$ cat src/rtl/imem_pkg.sv
// Shared types for the instruction-memory arbiter: arbitration phase and read-return owner tag.
package imem_pkg;

    typedef enum logic [0:0] {
        ARB_BOOT = 1'b0,
        ARB_RUN  = 1'b1
    } arb_state_t;

    typedef enum logic [1:0] {
        OWN_NONE = 2'd0,
        OWN_F    = 2'd1,
        OWN_L    = 2'd2
    } arb_owner_t;

endpackage

$ cat src/rtl/imem_starve_cnt.sv
// Saturating count of consecutive denied loader cycles; at_max forces the next loader grant.
module imem_starve_cnt
    import imem_pkg::*;
#(
    parameter int MAX_WAIT = 4
) (
    input  logic clk,
    input  logic rst,
    input  logic inc,
    input  logic clr,
    output logic at_max
);

    localparam int CW = (MAX_WAIT < 1) ? 1 : $clog2(MAX_WAIT + 1);
    localparam logic [CW-1:0] LIMIT = CW'(MAX_WAIT);

    logic [CW-1:0] count_reg;
    logic [CW-1:0] count_next;

    always_comb begin
        count_next = count_reg;
        if (clr) begin
            count_next = '0;
        end else if (inc && (count_reg != LIMIT)) begin
            count_next = count_reg + 1'b1;
        end
    end

    always_ff @(posedge clk) begin
        if (rst) begin
            count_reg <= '0;
        end else begin
            count_reg <= count_next;
        end
    end

    assign at_max = (count_reg == LIMIT);

endmodule

$ cat src/rtl/imem_arbiter.sv
// Arbitrates the single-port instruction memory between fetch (read-only) and the loader port,
// and steers the one-cycle-late read data back to whichever side issued the read.
module imem_arbiter
    import imem_pkg::*;
#(
    parameter int ADDR_W   = 64,
    parameter int DATA_W   = 32,
    parameter int MAX_WAIT = 4
) (
    input  logic              clk,
    input  logic              rst,
    input  logic              Boot_Done,
    input  logic              F_Req,
    input  logic [ADDR_W-1:0] F_Addr,
    input  logic              F_Flush,
    output logic              F_Gnt,
    output logic              F_RValid,
    output logic [DATA_W-1:0] F_RData,
    output logic              StallF_Arb,
    input  logic              L_Req,
    input  logic              L_We,
    input  logic [ADDR_W-1:0] L_Addr,
    input  logic [DATA_W-1:0] L_WData,
    output logic              L_Gnt,
    output logic              L_RValid,
    output logic [DATA_W-1:0] L_RData,
    output logic              M_En,
    output logic              M_We,
    output logic [ADDR_W-1:0] M_Addr,
    output logic [DATA_W-1:0] M_WData,
    input  logic [DATA_W-1:0] M_RData
);

    localparam logic [ADDR_W-1:0] WORD_MASK = ~ADDR_W'(3);

    arb_state_t state_reg, state_next;
    arb_owner_t tag_reg, tag_next;
    logic       f_win, l_win;
    logic       force_l;

    imem_starve_cnt #(
        .MAX_WAIT (MAX_WAIT)
    ) u_starve (
        .clk    (clk),
        .rst    (rst),
        .inc    (L_Req && !l_win),
        .clr    (l_win || !L_Req),
        .at_max (force_l)
    );

    // Grants are held low during reset so nothing reaches memory while the arbiter restarts.
    always_comb begin
        f_win = 1'b0;
        l_win = 1'b0;
        if (!rst) begin
            if (state_reg == ARB_BOOT) begin
                l_win = L_Req;
            end else begin
                l_win = L_Req && (!F_Req || force_l);
                f_win = F_Req && !l_win;
            end
        end
    end

    always_comb begin
        M_Addr  = '0;
        M_WData = '0;
        if (f_win) begin
            M_Addr = F_Addr & WORD_MASK;
        end else if (l_win) begin
            M_Addr = L_Addr & WORD_MASK;
            if (L_We) begin
                M_WData = L_WData;
            end
        end
    end

    always_comb begin
        state_next = state_reg;
        if ((state_reg == ARB_BOOT) && Boot_Done) begin
            state_next = ARB_RUN;
        end
        tag_next = OWN_NONE;
        if (f_win) begin
            tag_next = OWN_F;
        end else if (l_win && !L_We) begin
            tag_next = OWN_L;
        end
    end

    always_ff @(posedge clk) begin
        if (rst) begin
            state_reg <= ARB_BOOT;
            tag_reg   <= OWN_NONE;
        end else begin
            state_reg <= state_next;
            tag_reg   <= tag_next;
        end
    end

    assign F_Gnt      = f_win;
    assign L_Gnt      = l_win;
    assign StallF_Arb = F_Req && !f_win;
    assign M_En       = f_win || l_win;
    assign M_We       = l_win && L_We;

    // A read issued just before reset, or a fetch read squashed by a redirect, never reports valid.
    assign F_RValid = !rst && (tag_reg == OWN_F) && !F_Flush;
    assign L_RValid = !rst && (tag_reg == OWN_L);
    assign F_RData  = F_RValid ? M_RData : '0;
    assign L_RData  = L_RValid ? M_RData : '0;

endmodule
$ cat config.mk
export PLATFORM = sky130hd
export DESIGN_NAME = imem_arbiter
export DESIGN_NICKNAME = d
export VERILOG_FILES = /design/src/rtl/imem_pkg.sv /design/src/rtl/imem_starve_cnt.sv /design/src/rtl/imem_arbiter.sv
export SDC_FILE = /design/constraint.sdc
export NUM_CORES = 1
export LEC_CHECK = 0
export ABC_AREA = 1
export ABC_CLOCK_PERIOD_IN_PS = 2500
export CAP_MARGIN = 20
export CORE_AREA = 2 2 144 146
export CTS_CLUSTER_SIZE = 30
export DETAILED_ROUTE_END_ITERATION = 16
export DIE_AREA = 0 0 146 148
export SYNTH_ARGS = -nofsm -noshare
export SYNTH_HDL_FRONTEND = slang
export SYNTH_HIERARCHICAL = 1
export SYNTH_SLANG_ARGS = --single-unit
$ cat constraint.sdc
create_clock -name clk -period 2.5 [get_ports clk]
set_input_delay 0.75 -clock clk [delete_from_list [all_inputs] [get_ports clk]]
set_output_delay 0.75 -clock clk [all_outputs]
set_load 0.005 [all_outputs]
# ---- Word level (Yosys, flattened, before mapping)
# Cells that the tools add are included.
dict set report totals {
  ff_bits 6
  in_bits 199
}
dict set report classes {
  add_sub_neg 1
  muxes 13
  bitwise_logic 1
  reduce_logical 24
  n_eq_ne 4
}
# operator count
set op_table {}
lappend op_table {{two-way mux 32 bit} 5}
lappend op_table {{two-way mux 64 bit} 2}
lappend op_table {{logical AND 1 bit} 11}
lappend op_table {{zero test 1 bit} 8}
lappend op_table {{two-way mux 1 bit} 5}
lappend op_table {{OR reduction 2 bit} 2}
lappend op_table {{adder 3 x 1 -> 3 bit (second input constant)} 1}
lappend op_table {{equality test 3 bit (second input constant)} 1}
lappend op_table {{logical OR 1 bit} 3}
lappend op_table {{!= test 3 bit (second input constant)} 1}
lappend op_table {{equality test 2 x 1 -> 1 bit (second input constant)} 1}
lappend op_table {{equality test 2 bit (second input constant)} 1}
lappend op_table {{two-way mux 2 bit} 1}
lappend op_table {{NOT 1 bit} 1}

# ---- Depth between registers and ports, before layout
# Gate-level depths: netlist (run 1).
dict set report logic_depth {
  word_depth 9
  mapped_depth 14
}

# ---- By module
# Netlist (run 1), hierarchy kept.
# module seq_area_each_um2 area_each_um2 n_inst cells_per_inst
set by_module_without_submodules {}
lappend by_module_without_submodules {imem_arbiter 60.1 1859.3 1 417}
lappend by_module_without_submodules {imem_starve_cnt 60.1 175.2 1 27}

# ---- Worst setup path before layout (run 1)
# No wires, ideal clock.
dict set report synth_timing {
  path_type {reg2out}
  start {register u_starve.count_reg[0]}
  end {output M_En}
  t_arrival_ns 1.423
  path_slack_ns 0.327
  stages_incl_launch_ff 10
  n_path_buf 2
  cell_sequence {dfxtp_1 inv_1 ha_1 nand2_2 inv_1 nand3b_1 buf_2 nand2_4 buf_2 nand2_1}
}
dict set report synth_between {
  elab_chain_cells 8
}
# item line_no
set synth_rtl {}
lappend synth_rtl {{start, declared} imem_starve_cnt.sv:17} ;# logic [CW-1:0] count_reg;
lappend synth_rtl {{start signal, assigned} imem_starve_cnt.sv:33} ;# count_reg <= count_next;
lappend synth_rtl {{equality test 3 bit *} imem_starve_cnt.sv:37} ;# assign at_max = (count_reg == LIMIT);
lappend synth_rtl {{named net force_l} imem_arbiter.sv:39} ;# logic force_l;
lappend synth_rtl {{logical OR 1 bit *} imem_arbiter.sv:59} ;# l_win = L_Req && (!F_Req || force_l);
lappend synth_rtl {{logical AND 1 bit *} imem_arbiter.sv:59}
lappend synth_rtl {{zero test 1 bit} imem_arbiter.sv:60} ;# f_win = F_Req && !l_win;
lappend synth_rtl {{logical AND 1 bit} imem_arbiter.sv:60}
lappend synth_rtl {{two-way mux 1 bit} imem_arbiter.sv:56} ;# if (state_reg == ARB_BOOT) begin
lappend synth_rtl {{two-way mux 1 bit} imem_arbiter.sv:55} ;# if (!rst) begin
lappend synth_rtl {{logical OR 1 bit *} imem_arbiter.sv:104} ;# assign M_En = f_win || l_win;
lappend synth_rtl {{end, declared} imem_arbiter.sv:27} ;# output logic M_En,
# Mark *: on every way through the listed nets, which the timed path passes. The rest lies on a longest branch.

# ---- Worst setup path after layout (run 1)
dict set report layout_timing {
  start {input L_Req}
  end {output M_Addr[17]}
}
dict set report layout_between {
  elab_chain_cells 6
}
# item line_no
set layout_rtl {}
lappend layout_rtl {{start, declared} imem_arbiter.sv:20} ;# input logic L_Req,
lappend layout_rtl {{logical AND 1 bit} imem_arbiter.sv:59}
lappend layout_rtl {{zero test 1 bit} imem_arbiter.sv:60}
lappend layout_rtl {{logical AND 1 bit} imem_arbiter.sv:60}
lappend layout_rtl {{two-way mux 1 bit} imem_arbiter.sv:56}
lappend layout_rtl {{two-way mux 1 bit} imem_arbiter.sv:55}
lappend layout_rtl {{two-way mux 64 bit *} imem_arbiter.sv:68} ;# if (f_win) begin
lappend layout_rtl {{end, declared} imem_arbiter.sv:29} ;# output logic [ADDR_W-1:0] M_Addr,
# Mark *: on every way between the ends. The rest lies on a longest branch, timed or not.

==> metrics.cfg, run 1 <==
[finish]
final_util_pct=38.7
areaGrowthSynthToFinish_pct=281
final_cell_area_um2=7750
nNetsFinal=1076
instances_no_fill=1143
drive_gt1_share_pct=46.5
largest_register_ffs=3
diodes=0

[yosys]
synth_edf_count=0
syn_area_um2=2030
synth_most_common_cell=nand3_1
synth.top_cells.by_count=nand3_1 (128), nor2_1 (107), nand2_1 (103)
ys_seq_elements=6
avgSynthCellArea_um2=4.58
ys_seq_area_share_pct=5.90
synth_top_cell_area_share_pct=31.5
yosys.area.top_type=nand3_1
synthDistinctLibCells=18
yosys_warnings=6
synthArstFlopShare_pct=0
synthCells=444
synth_area_leaders=nand3_1 (31%), nor2_1 (20%), nand2_1 (19%)
synth_flop_cell=dfxtp_1

[floorplan]
ioPinCount=366
row_count=52
start_util_pct=10.2
die_y_um=148
core_um2=20000
fp.dieW_um=146
dieArea_um2=21600

[grt]
grt_pass1_wl_mm=27.9
grt_busiest_layer=met2
gr-total-overflow=0
met2_usage_pct=29.1
track_usage_pct=16.5
met1_usage_pct=21.7
grtUsageMet3_pct=3.06
grt_max_degree=32
grt_pass1_vias=4574
antenna_found_initial=0

[cts]
clock_tree.root_cell=clkbuf_16
cts_tree=yes
ctsHoldBuffers=0
cts.sinks=6
clk-insertion-delay-late_ps=230
cts.path.max_buffers=2
clk_pin_slew_ps=30
htreeDepth=1
cts_buffers=3

[setup_path]
crit_fanout=5
critPathCaptureType=primary output
critical_path_class=in2out
cp.arrival_ps=1860
cp-start-kind=primary input
required_ps=1750

[placed_design]
gp_congestion=0.760
post_dp_cell_area_um2=6080
port_buffers=359
dp_hpwl_mm=11.4
dp_cells=1058

[status]
status=complete, but fails checks
failed_checks=negative setup slack

[routing]
drtAntennaViolNets=0
dr.pass1.iters=4
totalWireLength_mm=20.2
drc_errors=0
drt_iter0_drc=219
viasPerCell=4.00
dr_total_vias=4575
routedWlPerCell_um=17.7

[power]
power_density_nw_per_um2=185
p_leak_nw=3.84
irDropWorstVdd_v=0.000200

[sta]
skew_ps=2.10
rsz0062_at_grt=yes
finalCritPeriodShare_pct=104
fin_ws_ps=-107
post-route-min-period_ps=2610
hold_violations=0
setup_viol=40
fmaxAchievable_ghz=0.384
maxSlewViolCount=0

[min_path]
hp-class=reg2reg

[flow_run]
drv_cap=0

==> area by class of cell <==
class,count,area [um^2]
Clock buffer,3,75.1
Sequential cell,6,123
Tap cell,270,338
Timing Repair Buffer,466,4760
Fill cell,2100,12300
Multi-Input combinational cell,350,2270
Inverter,48,190
==> worst max-delay path, cell delays in order <==
cell and delay (ps):
buf_6 90, buf_6 110, a21oi_4 160, buf_6 140, buf_8 120, buf_16 130, buf_12 110, nand3_4 70
nand2_4 70, buf_6 90
==> per-stage QoR <==
step / total power [mW] / hold slack [ps] / setup slack (ps) / TNS, ps
final: 1.43 / 523 / -107 / -1590
after global routing: 1.52 / 549 / -149 / -5110
after CTS: 1.37 / 523 / -174 / -6460
after detailed placement: 0.871 / 509 / -788 / -109170
after global placement: 0.869 / 495 / -791 / -106250
after floorplan: 0.310 / 459 / 327 / 0
==> cell usage in the layout, fill, tap and decap left out, types with 2 or more instances in the layout <==
cell | netlist | layout
clkdlybuf4s50_1 | 0 | 189
nand2_1 | 103 | 94
nand3_2 | 0 | 86
nor2_4 | 1 | 14
nor2_2 | 0 | 32
inv_1 | 46 | 43
buf_6 | 0 | 38
buf_4 | 2 | 21
nor2_1 | 107 | 62
conb_1 | 1 | 2
nand2_2 | 1 | 7
a21oi_1 | 2 | 2
clkbuf_16 | 0 | 11
clkdlybuf4s15_2 | 0 | 3
buf_2 | 36 | 117
dfxtp_1 | 6 | 4
inv_4 | 0 | 2
nand2_4 | 1 | 3
clkbuf_2 | 0 | 8
buf_12 | 0 | 21
buf_16 | 0 | 20
inv_2 | 2 | 2
dfxtp_2 | 0 | 2
nand3_1 | 128 | 37
buf_8 | 0 | 8
dlygate4sd2_1 | 0 | 20
clkdlybuf4s15_1 | 0 | 12
nand3_4 | 0 | 5
==> cell families (layout without fill, tap and decap cells) <==
| kind of cell | count (synthesis) | after routing | synth area share [%] |
|---|---|---|---|
| AOI/OAI and AO/OA | 4 | 4 | 1.66 |
| DFF | 6 | 6 | 5.90 |
| and+or+nand+nor | 342 | 342 | 72.0 |
| other | 1 | 2 | 0.184 |
| adders and majority gates | 2 | 2 | 1.23 |
| buffers and inverters | 89 | 517 | 19.0 |
==> power breakdown <==
| group | internal (mW) | leakage [nW] | total [mW] | switching (mW) |
|---|---|---|---|---|
| clock network | 0.205 | 0.0370 | 0.259 | 0.0533 |
| registers | 0.100 | 0.0500 | 0.104 | 0.00348 |
| logic | 0.644 | 3.76 | 1.07 | 0.428 |
| total | 0.950 | 3.84 | 1.43 | 0.485 |
==> routing by layer <==
| layer | share of wire, % | vias up | routed length, um |
|---|---|---|---|
| met1 | 43 | 2110 | 8600 |
| met5 | 0 | - | 0 |
| li1 | - | 2260 | - |
| met3 | 6.7 | 17 | 1350 |
| met2 | 50 | 188 | 10100 |
| met4 | 0.94 | 0 | 190 |
==> repair_timing <==
item	in CTS	in global routing
endpoints found under the setup margin	165	119
cloned	23	8
pin swaps	55	41
setup buffers	55	4
gates resized for setup	743	114
==> final timing paths <==
check,endpoint,depth (start not counted),slack (ps),startpoint
max,M_Addr[17],10,-110,L_Req
min,state_reg$_SDFFE_PP0P_,2,520,state_reg$_SDFFE_PP0P_
max reg2reg,u_starve/count_reg[2]$_SDFFE_PP0P_,18,460,u_starve/count_reg[1]$_SDFFE_PP0P_
min reg2reg,state_reg$_SDFFE_PP0P_,2,520,state_reg$_SDFFE_PP0P_
Note: power is estimated with default switching activity, not from simulation.
==> inputs of run 2 (changes only) <==
--- a/config.mk
+++ b/config.mk
@@ -7,11 +7,11 @@
 export LEC_CHECK = 0
 export ABC_AREA = 1
 export ABC_CLOCK_PERIOD_IN_PS = 2500
-export CAP_MARGIN = 20
 export CORE_AREA = 2 2 144 146
 export CTS_CLUSTER_SIZE = 30
 export DETAILED_ROUTE_END_ITERATION = 16
 export DIE_AREA = 0 0 146 148
+export HOLD_SLACK_MARGIN = 0.03
 export SYNTH_ARGS = -nofsm -noshare
 export SYNTH_HDL_FRONTEND = slang
 export SYNTH_HIERARCHICAL = 1
==> results of run 2 <==
Final layout, timing and power as in run 1 (identical DEF).
==> inputs of run 3 (changes only) <==
--- a/config.mk
+++ b/config.mk
@@ -6,12 +6,14 @@
 export NUM_CORES = 1
 export LEC_CHECK = 0
 export ABC_AREA = 1
-export ABC_CLOCK_PERIOD_IN_PS = 2500
+export ABC_CLOCK_PERIOD_IN_PS = 2700
+export CAP_MARGIN = 10
 export CORE_AREA = 2 2 144 146
 export CTS_CLUSTER_SIZE = 30
 export DETAILED_ROUTE_END_ITERATION = 16
 export DIE_AREA = 0 0 146 148
 export HOLD_SLACK_MARGIN = 0.03
+export RECOVER_POWER = 25
 export SYNTH_ARGS = -nofsm -noshare
 export SYNTH_HDL_FRONTEND = slang
 export SYNTH_HIERARCHICAL = 1
==> constraint.sdc (replaced) <==
create_clock -name clk -period 2.7 [get_ports clk]
set_input_delay 0.81 -clock clk [delete_from_list [all_inputs] [get_ports clk]]
set_output_delay 0.81 -clock clk [all_outputs]
set_load 0.005 [all_outputs]
==> run 3 against run 2 <==
  * Die area did not move
  * Core utilization fell by 2.2 points
  * Wire length fell by 13%
  * Largest power group unchanged
  * Non-clock buffer count rose by 2
  * Worst hold slack got worse by 2.8 ps
  * Global-route usage fell by 2.0 points
  * Highest routed layer unchanged
  * Total power fell by 16%
  * The flow still finishes with violations (negative setup slack)
==> metrics.cfg, run 3 (synthesized netlist as in run 1, its figures left out) <==
[status]
status=complete, but fails checks
failed_checks=negative setup slack

[cts]
cts_tree=yes
cts_buffers=3
htreeDepth=1
clk_pin_slew_ps=30
cts.path.max_buffers=2
clock_tree.root_cell=clkbuf_16
clk-insertion-delay-late_ps=230
cts.sinks=6

[grt]
grt_pass1_vias=4227
grt_max_degree=47
antenna_found_initial=0
met1_usage_pct=18.8
gr-total-overflow=0
grt_pass1_wl_mm=25.0
grt_busiest_layer=met2
grtUsageMet3_pct=3.24
track_usage_pct=14.6
met2_usage_pct=25.1

[power]
p_switching_mw=0.382
power_mw=1.20
power_frac_clock_pct=19.7
irDropWorstVdd_v=0.000188
p_leak_nw=4.24
intPower_mw=0.822
seqPwrFrac_pct=7.9
power_density_nw_per_um2=165
swShare_pct=31.7
combPwrFrac_pct=72.3

[setup_path]
cp.arrival_ps=2010
worstReg2RegEnd=u_starve/count_reg[2]$_SDFFE_PP0P_
r2r_slack_ps=820
critical_path_class=in2out
crit_fanout=3
cp-start-kind=primary input
r2r_cells=15
r2r-start=u_starve/count_reg[1]$_SDFFE_PP0P_
required_ps=1890
critPathCaptureType=primary output

[finish]
drive_gt1_share_pct=33.4
final_util_pct=36.5
diodes=0
final_common_cell=clkdlybuf4s50_1
areaGrowthSynthToFinish_pct=259
nNetsFinal=1078
largest_register_ffs=3
layout_common_cells=clkdlybuf4s50_1 (188), nor2_1 (100), nand2_1 (95), nand3_1 (66), buf_2 (64)

[floorplan]
ioPinCount=366
fp.dieW_um=146
core_um2=20000
die_y_um=148
start_util_pct=10.2
dieArea_um2=21600
row_count=52

[routing]
drt_iter0_drc=187
dr.pass1.iters=4
drtAntennaViolNets=0
dr_total_vias=4468
drc_errors=0
totalWireLength_mm=17.6
routedWlPerCell_um=15.4
viasPerCell=3.90

[sta]
maxSlewViolCount=0
hold_violations=0
finalCritPeriodShare_pct=104
holdWs_ps=520
rsz0062_at_grt=yes
tns_ps=-447
fin_ws_ps=-121
fmaxAchievable_ghz=0.354
setup_viol=22
post-route-min-period_ps=2820
skew_ps=0.787

[min_path]
hp-class=reg2reg
whs_path_depth=2
hp-start=state_reg$_SDFFE_PP0P_
worstHoldEndpoint=state_reg$_SDFFE_PP0P_

[placed_design]
port_buffers=359
gp_congestion=0.777
dp_hpwl_mm=11.9

[flow_run]
drv_cap=0

-- run 3: cell types whose count changed in the layout (fill, tap and decap cells not counted), moves of 17 or more --
cell / change
nor2_1: +38
nand3_1: +29
dlymetal6s2s_1: +33
buf_2: -53
nor2_2: -27
nand3_2: -27
clkbuf_2: +17
-- run 3: cell type report --
| cell class | instances | area [um^2] |
|---|---|---|
| inverters | 48 | 188 |
| multi-input cells | 350 | 1940 |
| flip-flops and latches | 6 | 121 |
| fillers | 2191 | 12700 |
| repair buffers | 468 | 4650 |
| well taps | 270 | 338 |
| clock buffers | 3 | 75.1 |
-- run 3: what timing repair did --
| item | in CTS | in global routing |
|---|---|---|
| hold endpoints to repair | 0 | 0 |
| cloned | 14 | 2 |
| resized for setup | 399 | 215 |
| setup buffers | 41 | 24 |
| endpoints found under the setup margin | 165 | 145 |
| hold buffers | 0 | 0 |
| pin swaps | 25 | 53 |
-- run 3: critical path: stages --
cell and delay, ps:
buf_6 90, buf_6 110, a21oi_4 140, buf_6 130, buf_12 120, buf_16 110
buf_6 100, buf_6 90, buf_6 90, nand3_2 40, nand2_1 60, buf_2 110
-- run 3: worst max-delay path by stage --
stage	startpoint	endpoint	slack [ps]	depth (start not counted)
2_1_floorplan	u_starve/count_reg[0]$_SDFFE_PP0P_	M_En	470	9
3_3_place_gp	F_Req	M_Addr[60]	-660	7
3_5_place_dp	F_Req	M_Addr[60]	-700	7
4_1_cts	L_Req	M_Addr[36]	-200	13
5_1_grt	L_Req	M_Addr[54]	-170	12
6_report	L_Req	M_Addr[54]	-120	12
-- run 3: power groups by stage --
| stage | clock (mW) | combinational (mW) | sequential, mW |
|---|---|---|---|
| after floorplan | 0 | 0.191 | 0.0957 |
| after global placement | 0 | 0.737 | 0.0957 |
| after detailed placement | 0 | 0.738 | 0.0959 |
| after CTS | 0.246 | 0.837 | 0.0958 |
| after global routing | 0.252 | 0.935 | 0.0960 |
| final | 0.238 | 0.870 | 0.0956 |
-- run 3: metrics by stage --
stage / area, um^2 / instances / worst slack, ps
global route: 7310 / 1145 / -166
CTS: 7030 / 1128 / -204
detailed placement: 6230 / 1070 / -698
finish: 7310 / 1145 / -121
floorplan: 2040 / 445 / 467
global placement: 6230 / 1070 / -662
-- run 3: metal layers --
layer  vias to the layer above  wire length, um
met5                         -                0
met4                         0              202
met3                        16             1140
met2                       168             8650
met1                      2037             7590
li1                       2247                -
